File: src/rtl/usb3_ep0_tx_drain_if.sv
// Bundle between the ep0 response drain and its neighbours: the ep0 response buffer side
// (buf_out_*) and the protocol-layer TX side (tx_*, pkt_*).
interface usb3_ep0_tx_drain_if;
    logic [8:0]  buf_out_addr;
    logic [31:0] buf_out_q;
    logic [10:0] buf_out_len;
    logic        buf_out_hasdata;
    logic        buf_out_arm;
    logic        buf_out_arm_ack;
    logic        tx_pkt_start;
    logic [10:0] tx_pkt_len;
    logic        tx_valid;
    logic [31:0] tx_data;
    logic [3:0]  tx_be;
    logic        tx_last;
    logic        tx_ready;
    logic        pkt_ack;
    logic        pkt_retry;
    logic        tx_abort;

    modport master (
        output buf_out_addr, buf_out_arm, tx_pkt_start, tx_pkt_len, tx_valid, tx_data, tx_be,
               tx_last, tx_abort,
        input  buf_out_q, buf_out_len, buf_out_hasdata, buf_out_arm_ack, tx_ready, pkt_ack,
               pkt_retry
    );

    modport slave (
        input  buf_out_addr, buf_out_arm, tx_pkt_start, tx_pkt_len, tx_valid, tx_data, tx_be,
               tx_last, tx_abort,
        output buf_out_q, buf_out_len, buf_out_hasdata, buf_out_arm_ack, tx_ready, pkt_ack,
               pkt_retry
    );
endinterface

File: src/rtl/usb3_ep0_tx_drain.sv
// Drains the ep0 response buffer into MAX_PKT-sized TX packets with per-packet ACK/retry,
// then arms ep0 to release the buffer.
module usb3_ep0_tx_drain #(
    parameter int unsigned MAX_PKT  = 512,
    parameter int unsigned READ_LAT = 2
) (
    input logic                 local_clk,
    input logic                 reset_n,
    usb3_ep0_tx_drain_if.master bus
);

    localparam int unsigned Depth  = READ_LAT + 2;
    localparam int unsigned PtrW   = (Depth > 1) ? $clog2(Depth) : 1;
    localparam int unsigned CntW   = $clog2(Depth + 1);
    localparam logic [10:0] MaxPkt = 11'(MAX_PKT);

    typedef enum logic [2:0] {
        StIdle,
        StStart,
        StStream,
        StWaitAck,
        StArm,
        StRelease
    } state_e;

    state_e              state_q, state_d;
    logic [10:0]         total_q, total_d;
    logic [10:0]         sent_q, sent_d;
    logic [10:0]         plen_q, plen_d;
    logic [8:0]          base_q, base_d;
    logic [8:0]          addr_q, addr_d;
    logic [9:0]          issued_q, issued_d;
    logic [9:0]          popped_q, popped_d;
    logic                pkt_start_q, pkt_start_d;
    logic                abort_q, abort_d;
    logic                issue_q, issue_d;
    logic [READ_LAT-1:0] rd_pipe_q, rd_pipe_d;
    logic [31:0]         mem_q [Depth];
    logic [31:0]         mem_d [Depth];
    logic [PtrW-1:0]     wr_ptr_q, wr_ptr_d;
    logic [PtrW-1:0]     rd_ptr_q, rd_ptr_d;
    logic [CntW-1:0]     cnt_q, cnt_d;

    logic [10:0] remain;
    logic [9:0]  words;
    logic        valid, push, pop, last_word, room, do_abort;
    logic [3:0]  be;

    function automatic logic [PtrW-1:0] ptr_inc(logic [PtrW-1:0] p);
        return (p == PtrW'(Depth - 1)) ? '0 : p + PtrW'(1);
    endfunction

    assign remain    = total_q - sent_q;
    assign words     = 10'((plen_q + 11'd3) >> 2);
    assign valid     = (state_q == StStream) && (cnt_q != '0);
    assign last_word = (popped_q == words - 10'd1);
    assign pop       = valid & bus.tx_ready;
    assign push      = rd_pipe_q[READ_LAT-1];
    // Every read already issued must still fit in the FIFO once it lands.
    assign room      = (32'(cnt_q) + 32'(issue_q) + 32'($countones(rd_pipe_q)) + 32'd1)
                       <= (32'(Depth) + 32'(pop));

    always_comb begin
        be = 4'b0000;
        if (valid) begin
            be = 4'b1111;
            if (last_word) begin
                case (plen_q[1:0])
                    2'd1:    be = 4'b1000;
                    2'd2:    be = 4'b1100;
                    2'd3:    be = 4'b1110;
                    default: be = 4'b1111;
                endcase
            end
        end
    end

    always_comb begin
        state_d     = state_q;
        total_d     = total_q;
        sent_d      = sent_q;
        plen_d      = plen_q;
        base_d      = base_q;
        addr_d      = addr_q;
        issued_d    = issued_q;
        popped_d    = popped_q;
        pkt_start_d = 1'b0;
        abort_d     = 1'b0;
        issue_d     = 1'b0;
        do_abort    = 1'b0;

        rd_pipe_d[0] = issue_q;
        for (int i = 1; i < int'(READ_LAT); i++) begin
            rd_pipe_d[i] = rd_pipe_q[i-1];
        end

        mem_d    = mem_q;
        wr_ptr_d = wr_ptr_q;
        rd_ptr_d = rd_ptr_q;
        if (push) begin
            mem_d[wr_ptr_q] = bus.buf_out_q;
            wr_ptr_d        = ptr_inc(wr_ptr_q);
        end
        if (pop) begin
            rd_ptr_d = ptr_inc(rd_ptr_q);
        end
        cnt_d = cnt_q + CntW'(push) - CntW'(pop);

        case (state_q)
            StIdle: begin
                if (bus.buf_out_hasdata) begin
                    state_d = StStart;
                    total_d = bus.buf_out_len;
                    sent_d  = '0;
                    base_d  = '0;
                end
            end
            StStart: begin
                if (!bus.buf_out_hasdata) begin
                    do_abort = 1'b1;
                end else begin
                    plen_d      = (remain > MaxPkt) ? MaxPkt : remain;
                    pkt_start_d = 1'b1;
                    popped_d    = '0;
                    issued_d    = '0;
                    if (plen_d == '0) begin
                        state_d = StWaitAck;
                    end else begin
                        state_d  = StStream;
                        issue_d  = 1'b1;
                        addr_d   = base_q;
                        issued_d = 10'd1;
                    end
                end
            end
            StStream: begin
                if (!bus.buf_out_hasdata) begin
                    do_abort = 1'b1;
                end else begin
                    if ((issued_q < words) && room) begin
                        issue_d  = 1'b1;
                        addr_d   = base_q + 9'(issued_q);
                        issued_d = issued_q + 10'd1;
                    end
                    if (pop) begin
                        popped_d = popped_q + 10'd1;
                        if (last_word) begin
                            state_d = StWaitAck;
                        end
                    end
                end
            end
            StWaitAck: begin
                if (!bus.buf_out_hasdata) begin
                    do_abort = 1'b1;
                end else if (bus.pkt_retry) begin
                    state_d = StStart;
                end else if (bus.pkt_ack) begin
                    sent_d  = sent_q + plen_q;
                    base_d  = base_q + 9'(plen_q >> 2);
                    state_d = (sent_d < total_q) ? StStart : StArm;
                end
            end
            StArm: begin
                if (bus.buf_out_arm_ack) begin
                    state_d = StRelease;
                end
            end
            StRelease: begin
                if (!bus.buf_out_hasdata) begin
                    state_d = StIdle;
                end
            end
            default: state_d = StIdle;
        endcase

        // ep0 withdrew the response: flush everything in flight and skip the arm handshake.
        if (do_abort) begin
            state_d     = StIdle;
            abort_d     = 1'b1;
            pkt_start_d = 1'b0;
            issue_d     = 1'b0;
            rd_pipe_d   = '0;
            wr_ptr_d    = '0;
            rd_ptr_d    = '0;
            cnt_d       = '0;
        end
    end

    always_ff @(posedge local_clk) begin
        if (!reset_n) begin
            state_q     <= StIdle;
            total_q     <= '0;
            sent_q      <= '0;
            plen_q      <= '0;
            base_q      <= '0;
            addr_q      <= '0;
            issued_q    <= '0;
            popped_q    <= '0;
            pkt_start_q <= 1'b0;
            abort_q     <= 1'b0;
            issue_q     <= 1'b0;
            rd_pipe_q   <= '0;
            wr_ptr_q    <= '0;
            rd_ptr_q    <= '0;
            cnt_q       <= '0;
        end else begin
            state_q     <= state_d;
            total_q     <= total_d;
            sent_q      <= sent_d;
            plen_q      <= plen_d;
            base_q      <= base_d;
            addr_q      <= addr_d;
            issued_q    <= issued_d;
            popped_q    <= popped_d;
            pkt_start_q <= pkt_start_d;
            abort_q     <= abort_d;
            issue_q     <= issue_d;
            rd_pipe_q   <= rd_pipe_d;
            wr_ptr_q    <= wr_ptr_d;
            rd_ptr_q    <= rd_ptr_d;
            cnt_q       <= cnt_d;
        end
    end

    // Payload storage needs no reset; occupancy is tracked by the pointers.
    always_ff @(posedge local_clk) begin
        mem_q <= mem_d;
    end

    assign bus.buf_out_addr = addr_q;
    assign bus.buf_out_arm  = (state_q == StArm);
    assign bus.tx_pkt_start = pkt_start_q;
    assign bus.tx_pkt_len   = plen_q;
    assign bus.tx_valid     = valid;
    assign bus.tx_data      = valid ? mem_q[rd_ptr_q] : '0;
    assign bus.tx_be        = be;
    assign bus.tx_last      = valid & last_word;
    assign bus.tx_abort     = abort_q;

endmodule

File: src/flat_wrapper.sv
// flat-port wrapper written by rule: the top's interface ports become plain ports
module usb3_ep0_tx_drain_flat 
#(
    parameter int unsigned MAX_PKT  = 512,
    parameter int unsigned READ_LAT = 2
)
  (local_clk, reset_n, bus_buf_out_addr, bus_buf_out_arm, bus_tx_pkt_start, bus_tx_pkt_len, bus_tx_valid, bus_tx_data, bus_tx_be, bus_tx_last, bus_tx_abort, bus_buf_out_q, bus_buf_out_len, bus_buf_out_hasdata, bus_buf_out_arm_ack, bus_tx_ready, bus_pkt_ack, bus_pkt_retry);
  usb3_ep0_tx_drain_if bus_i ();
  input logic local_clk;
  input logic reset_n;
  output wire logic [$bits(bus_i.buf_out_addr)-1:0] bus_buf_out_addr;
  output wire logic [$bits(bus_i.buf_out_arm)-1:0] bus_buf_out_arm;
  output wire logic [$bits(bus_i.tx_pkt_start)-1:0] bus_tx_pkt_start;
  output wire logic [$bits(bus_i.tx_pkt_len)-1:0] bus_tx_pkt_len;
  output wire logic [$bits(bus_i.tx_valid)-1:0] bus_tx_valid;
  output wire logic [$bits(bus_i.tx_data)-1:0] bus_tx_data;
  output wire logic [$bits(bus_i.tx_be)-1:0] bus_tx_be;
  output wire logic [$bits(bus_i.tx_last)-1:0] bus_tx_last;
  output wire logic [$bits(bus_i.tx_abort)-1:0] bus_tx_abort;
  input wire logic [$bits(bus_i.buf_out_q)-1:0] bus_buf_out_q;
  input wire logic [$bits(bus_i.buf_out_len)-1:0] bus_buf_out_len;
  input wire logic [$bits(bus_i.buf_out_hasdata)-1:0] bus_buf_out_hasdata;
  input wire logic [$bits(bus_i.buf_out_arm_ack)-1:0] bus_buf_out_arm_ack;
  input wire logic [$bits(bus_i.tx_ready)-1:0] bus_tx_ready;
  input wire logic [$bits(bus_i.pkt_ack)-1:0] bus_pkt_ack;
  input wire logic [$bits(bus_i.pkt_retry)-1:0] bus_pkt_retry;
  assign bus_buf_out_addr = bus_i.buf_out_addr;
  assign bus_buf_out_arm = bus_i.buf_out_arm;
  assign bus_tx_pkt_start = bus_i.tx_pkt_start;
  assign bus_tx_pkt_len = bus_i.tx_pkt_len;
  assign bus_tx_valid = bus_i.tx_valid;
  assign bus_tx_data = bus_i.tx_data;
  assign bus_tx_be = bus_i.tx_be;
  assign bus_tx_last = bus_i.tx_last;
  assign bus_tx_abort = bus_i.tx_abort;
  assign bus_i.buf_out_q = bus_buf_out_q;
  assign bus_i.buf_out_len = bus_buf_out_len;
  assign bus_i.buf_out_hasdata = bus_buf_out_hasdata;
  assign bus_i.buf_out_arm_ack = bus_buf_out_arm_ack;
  assign bus_i.tx_ready = bus_tx_ready;
  assign bus_i.pkt_ack = bus_pkt_ack;
  assign bus_i.pkt_retry = bus_pkt_retry;
  usb3_ep0_tx_drain #(.MAX_PKT(MAX_PKT), .READ_LAT(READ_LAT)) u_core (.local_clk(local_clk), .reset_n(reset_n), .bus(bus_i));
endmodule
File: config.mk
export PLATFORM = sky130hd
export DESIGN_NAME = usb3_ep0_tx_drain_flat
export DESIGN_NICKNAME = d
export VERILOG_FILES = /design/src/rtl/usb3_ep0_tx_drain_if.sv /design/src/rtl/usb3_ep0_tx_drain.sv /design/src/flat_wrapper.sv
export SDC_FILE = /design/constraint.sdc
export NUM_CORES = 1
export LEC_CHECK = 0
export BUFFER_PORTS_ARGS = -buffer_cell sky130_fd_sc_hd__buf_4
export CORE_UTILIZATION = 45
export DETAILED_ROUTE_END_ITERATION = 10
export PLACE_DENSITY = 0.73
export SLEW_MARGIN = 40
export SYNTH_ARGS = -nofsm -noshare
export SYNTH_HDL_FRONTEND = slang
export SYNTH_SLANG_ARGS = --single-unit
File: constraint.sdc
create_clock -name local_clk -period 11.5 [get_ports local_clk]
set_input_delay 2.875 -clock local_clk [delete_from_list [all_inputs] [get_ports local_clk]]
set_output_delay 2.875 -clock local_clk [all_outputs]
set_load 0.02 [all_outputs]
# ---- After elaboration in Yosys (flattened, before gate mapping)
# Cells that the tools add are included.
# W data, S select, Z words.
dict set report word_totals {
  word_cells 150
  in_bits 50
  output_inout_bits 61
  ff_bits 214
}
dict set report classes {
  bitwise_logic 6
  n_eq_ne 24
  n_addsub 17
  order_cmp 7
  n_reduce_logical 18
  n_mux 59
}
# operator n
set op_table {}
lappend op_table {{$bwmux W128} 1}
lappend op_table {{$mux W32} 4}
lappend op_table {{$mux W9} 8}
lappend op_table {{$bmux W32 S2} 1}
lappend op_table {{$demux W32 S2} 1}
lappend op_table {{$mux W10} 6}
lappend op_table {{$mux W11} 5}
lappend op_table {{$pmux W10 S2} 2}
lappend op_table {{$pmux W9 S2} 2}
lappend op_table {{$mux W3} 11}
lappend op_table {{$add A32 B1 Y32 const B} 1}
lappend op_table {{$add A32 B32 Y32} 1}
lappend op_table {{$le A32 B32 Y1} 1}
lappend op_table {{$pmux W11 S2} 1}
lappend op_table {{$add A10 B1 Y10 const B} 2}
lappend op_table {{$add A9 B9 Y9} 2}
lappend op_table {{$ne A2 B2 Y1 const B} 9}
lappend op_table {{$pmux W3 S6} 1}
lappend op_table {{$add A11 B11 Y11} 1}
lappend op_table {{$add A11 B2 Y11 const B} 1}
lappend op_table {{$gt A11 B10 Y1 const B} 1}
lappend op_table {{$logic_not A11 Y1} 1}
lappend op_table {{$lt A11 B11 Y1} 1}
lappend op_table {{$sub A11 B11 Y11} 1}
lappend op_table {{36 further kinds} 66}

# ---- Logic depth before layout (Yosys ltp)
dict set report depth {
  ltp_word 9
  mapped_depth 17
  mapped_depth_nobuf 17
}

# ---- Worst setup path before layout
# OpenSTA, ideal clock, no wires.
dict set report synth_path {
  path_type {register -> output}
  startpoint {register u_core.plen_q[1], in the netlist u_core.bus.tx_pkt_len[1]}
  endpoint {output bus_tx_last}
  arrival_time_ps 3069
  t_required_ps 8625
  path_stages_with_launch 11
  setup_slack_ps 5556
  n_path_buf 1
  path_cell_list {dfxtp_1 inv_1 ha_1 buf_4 xor2_1 ha_1 o211a_1 or4_1 o221a_1 or4_4 nor2_1}
}
dict set report synth_between {
  elab_chain_cells 4
}
# item line_no
set synth_rtl {}
lappend synth_rtl {{start, declared} usb3_ep0_tx_drain.sv:29} ;# logic [10:0] plen_q, plen_d;
lappend synth_rtl {{start signal, assigned} usb3_ep0_tx_drain.sv:211} ;# plen_q <= plen_d;
lappend synth_rtl {{$add A11 B2 Y11} usb3_ep0_tx_drain.sv:54} ;# assign words = 10'((plen_q + 11'd3) >> 2);
lappend synth_rtl {{$sub A9 B1 Y10} usb3_ep0_tx_drain.sv:56} ;# assign last_word = (popped_q == words - 10'd1);
lappend synth_rtl {{$eq A10 B10 Y1} usb3_ep0_tx_drain.sv:56}
lappend synth_rtl {{$and A1 B1 Y1} usb3_ep0_tx_drain.sv:238} ;# assign bus.tx_last = valid & last_word;
lappend synth_rtl {{end, declared} flat_wrapper.sv:18} ;# output wire logic [$bits(bus_i.tx_last)-1:0] bus_tx_last;
# Every way passes these cells.

# ---- Final worst setup path
dict set report layout_path {
  startpoint {register u_core.plen_q[1], in the netlist u_core.bus.tx_pkt_len[1]}
  endpoint {output bus_tx_be[2]}
}
dict set report layout_between {
  elab_chain_cells 5
  word_cells_on_any_way 9
  classes_between {add/sub: 2; eq/ne: 4; mux: 3}
}
# item line_no
set layout_rtl {}
lappend layout_rtl {{$add A11 B2 Y11} usb3_ep0_tx_drain.sv:54}
lappend layout_rtl {{$sub A9 B1 Y10} usb3_ep0_tx_drain.sv:56}
lappend layout_rtl {{$eq A10 B10 Y1} usb3_ep0_tx_drain.sv:56}
lappend layout_rtl {{$mux W4 (*)} usb3_ep0_tx_drain.sv:67} ;# if (last_word) begin
lappend layout_rtl {{$mux W4 (*)} usb3_ep0_tx_drain.sv:65} ;# if (valid) begin
lappend layout_rtl {{end, declared} flat_wrapper.sv:17} ;# output wire logic [$bits(bus_i.tx_be)-1:0] bus_tx_be;
# Mark *: on every way between the ends. The rest lies on a longest branch, timed or not.

==> qor.yml <==
cp-end-kind: "output port"
fmax_mhz: 152
worst_slack_ns: 4.91
ys_ff_latch: 214
rows: 58
power.leakage_nw: 5.23
crit_cells: 11
final_common_cell: "edfxtp_1"
final_util_pct: 53.8
dp_hpwl_um: 18500
cp_slowest_stage_delay_ns: 0.58
ctsResizeCount: 0
endpoint: "bus_tx_be[2]"
wirelength_um: 26100
synth_enable_flop_cells: 128
holdPathStages: 2
r2r_start: "u_core.state_q[1]"
avgSynthCellArea_um2: 11.1
r2r-end: "u_core.issued_q[5]"
cts_post_setup_buffers_inserted: 0
crit_start: "u_core.bus.tx_pkt_len[1]"
syn_inst: 1052
wl_per_cell_um: 17.4
r2r_slack_ns: 7.30
tritoncts: "done"
dr_total_vias: 8361
start_util_pct: 46.1
critPathBufInv: 2
clk_latency_ns: 0.52
coreArea_mm2: 0.0253
final_antenna_net_count: 0
slowest_stage: "or4_4"
path_cells: "inv_1 > ha_1 > xor2_1 > ha_1 > o211a_1 > or4_1 > o221a_1 > or4_4 > nor2_1 > nor2_1 > buf_4"
ios: 111
clock_path_buffers: 3
finalHoldViolCount: 0
htree_num_levels: 1
numCtsBuffers: 24
setup_viol: 0
final.setup_skew_ns: 0.00998
via_per_inst: 5.58
grt_max_degree: 65
final_max_slew_viol_count: 0
arrival_ns: 3.72
grt_pass1_wl_um: 42200
drive_gt1_share_pct: 18.7
seq_area_frac_synth_pct: 47.7
critPathRequiredTime_ns: 8.63
grt.total_usage_pct: 20.1
diodes: 0
crit_type: "reg2out"
yosys_warnings: 0
port_buffers: 110
worstMarginPinSlew_ns: 0.763
async_flop_share_pct: 0
relSlewSlack_pct: 49.0
nNetsFinal: 1281
clk_pin_slew_ns: 0.06
cp_max_fo: 10
cts-root-buf: "clkbuf_16"
first_pass_iters: 7
max-cap-violations: 0
dieArea_mm2: 0.0266
die_w_um: 163
place.gp.congestion: 0.847
drtIter0Drc: 462
status: "finished, final reports clean"
period_minus_slack_ns: 6.59
worstHoldPathType: "reg2reg"
antenna_found_initial: 0
layout_common_cells: "edfxtp_1, buf_4, nand2_1, dfxtp_1, ha_1"
syn-num-nets: 1182
ys.flop_type: "edfxtp_1"
overflow: 0
synth_area_mm2: 0.0117
cts_sinks: 214
setup-tns-final_ns: 0
dp_slack_ns: 5.41
period_share_pct: 57.3
r2r_cells: 14
max-vdd-ir-drop_v: 0.000125
syn2layout_area_growth_pct: 16.7
rsz0062_at_grt: "false"
netlist-cell-type-count: 82
drcViolationCount: 0
die_y_um: 163
setup.worst_path.start_class: "flip-flop"
ctsHoldBuffers: 0
cp_top_family: "simple AND/OR/NAND/NOR gates"
grt_pass1_vias: 8164
power.density_mw_per_mm2: 128
## stage by stage
step | power, W | cells | hold WS [ns] | instance area (µm²)
2_1_floorplan | 0.000924 | 1052 | 0.412 | 11700
3_3_place_gp | 0.000967 | 1453 | 0.421 | 12800
3_5_place_dp | 0.000969 | 1455 | 0.423 | 12800
4_1_cts | 0.00176 | 1499 | 0.432 | 13600
5_1_grt | 0.00180 | 1499 | 0.474 | 13600
6_report | 0.00174 | 1499 | 0.429 | 13600
## cell families after synthesis
family,synth area share [%]
compound gates,12.2
xor+xnor,4.09
fa+ha+maj,8.97
buf+inv,3.85
flops,47.7
mux,7.56
simple gates,15.7
## layout make-up
| type | instances | area (µm²) |
|---|---|---|
| multi-input cells | 731 | 5670 |
| clock buffers | 33 | 717 |
| clock inverters | 11 | 118 |
| repair buffers | 122 | 916 |
| flip-flops and latches | 214 | 5570 |
| fillers | 2171 | 11700 |
| inverters | 58 | 218 |
| well taps | 330 | 413 |
## registers in the layout (all words and copies together) (netlist names), 3 cells and up
signal / cells
u_core.bus.tx_pkt_len: 11
u_core.total_q: 11
u_core.bus.buf_out_addr: 9
u_core.sent_q: 11
u_core.mem_q: 128
u_core.state_q: 3
u_core.issued_q: 10
u_core.cnt_q: 3
u_core.base_q: 9
u_core.popped_q: 10
## where the power goes
part | switching (W) | internal, W | total (W)
clock | 0.000306 | 0.000482 | 0.000789
combinational | 0.0000750 | 0.0000543 | 0.000129
sequential | 0.00000874 | 0.000817 | 0.000826
total | 0.000390 | 0.00135 | 0.00174
## tightest hold or removal path: cells and delay by family (launching register included)
kind	cells	cell delay (ns)
buffers and inverters	1	0.05
flip-flops	1	0.31
AND/OR/NAND/NOR	1	0.03
## worst min path at each step
stage                        start                   to  slack [ns]
5_1_grt        u_core.rd_pipe_q[0]  u_core.rd_pipe_q[1]        0.47
6_report       u_core.rd_pipe_q[0]  u_core.rd_pipe_q[1]        0.43
3_3_place_gp   u_core.rd_pipe_q[0]  u_core.rd_pipe_q[1]        0.42
3_5_place_dp   u_core.rd_pipe_q[0]  u_core.rd_pipe_q[1]        0.42
2_1_floorplan       u_core.issue_q  u_core.rd_pipe_q[0]        0.41
4_1_cts        u_core.rd_pipe_q[0]  u_core.rd_pipe_q[1]        0.43
## layer usage
layer / vias up / part of all wire [%] / GRT usage, %
met2: 213 / 49 / 35.8
met1: 4026 / 42 / 24.3
met5: - / 0 / 0
li1: 4072 / - / -
met3: 50 / 6.3 / 4.15
met4: 0 / 2.6 / 5.90
## synth_stat cells (4+ instances only)
cell,n,area share [%]
edfxtp_1,128,33
nand2_1,95,3.1
dfxtp_1,86,15
ha_1,74,7.9
nor2_1,59,1.9
inv_1,58,1.9
a21oi_1,45,1.9
and2_1,45,2.4
o21ai_0,45,1.9
nand3_1,38,1.6
clkbuf_1,33,1.1
mux4_2,32,6.2
a21boi_0,29,1.9
xnor2_1,23,1.7
xor2_1,21,1.6
nor3_1,17,0.73
mux2i_1,15,1.3
nand2b_1,13,0.70
a21o_1,12,0.77
o21a_1,10,0.64
nand3b_1,9,0.58
nor2b_1,9,0.48
o31ai_1,8,0.51
or3_1,8,0.43
nand4_1,7,0.38
o211ai_1,7,0.45
or4_1,7,0.45
a22o_1,6,0.45
buf_4,6,0.39
fa_1,6,1.0
nor4_1,6,0.32
buf_1,5,0.16
o221ai_1,5,0.38
a2111oi_0,4,0.30
nor3b_1,4,0.26
nor4b_1,4,0.30
o21bai_1,4,0.26
or2_2,4,0.21
(Power assumes the default switching activity.)
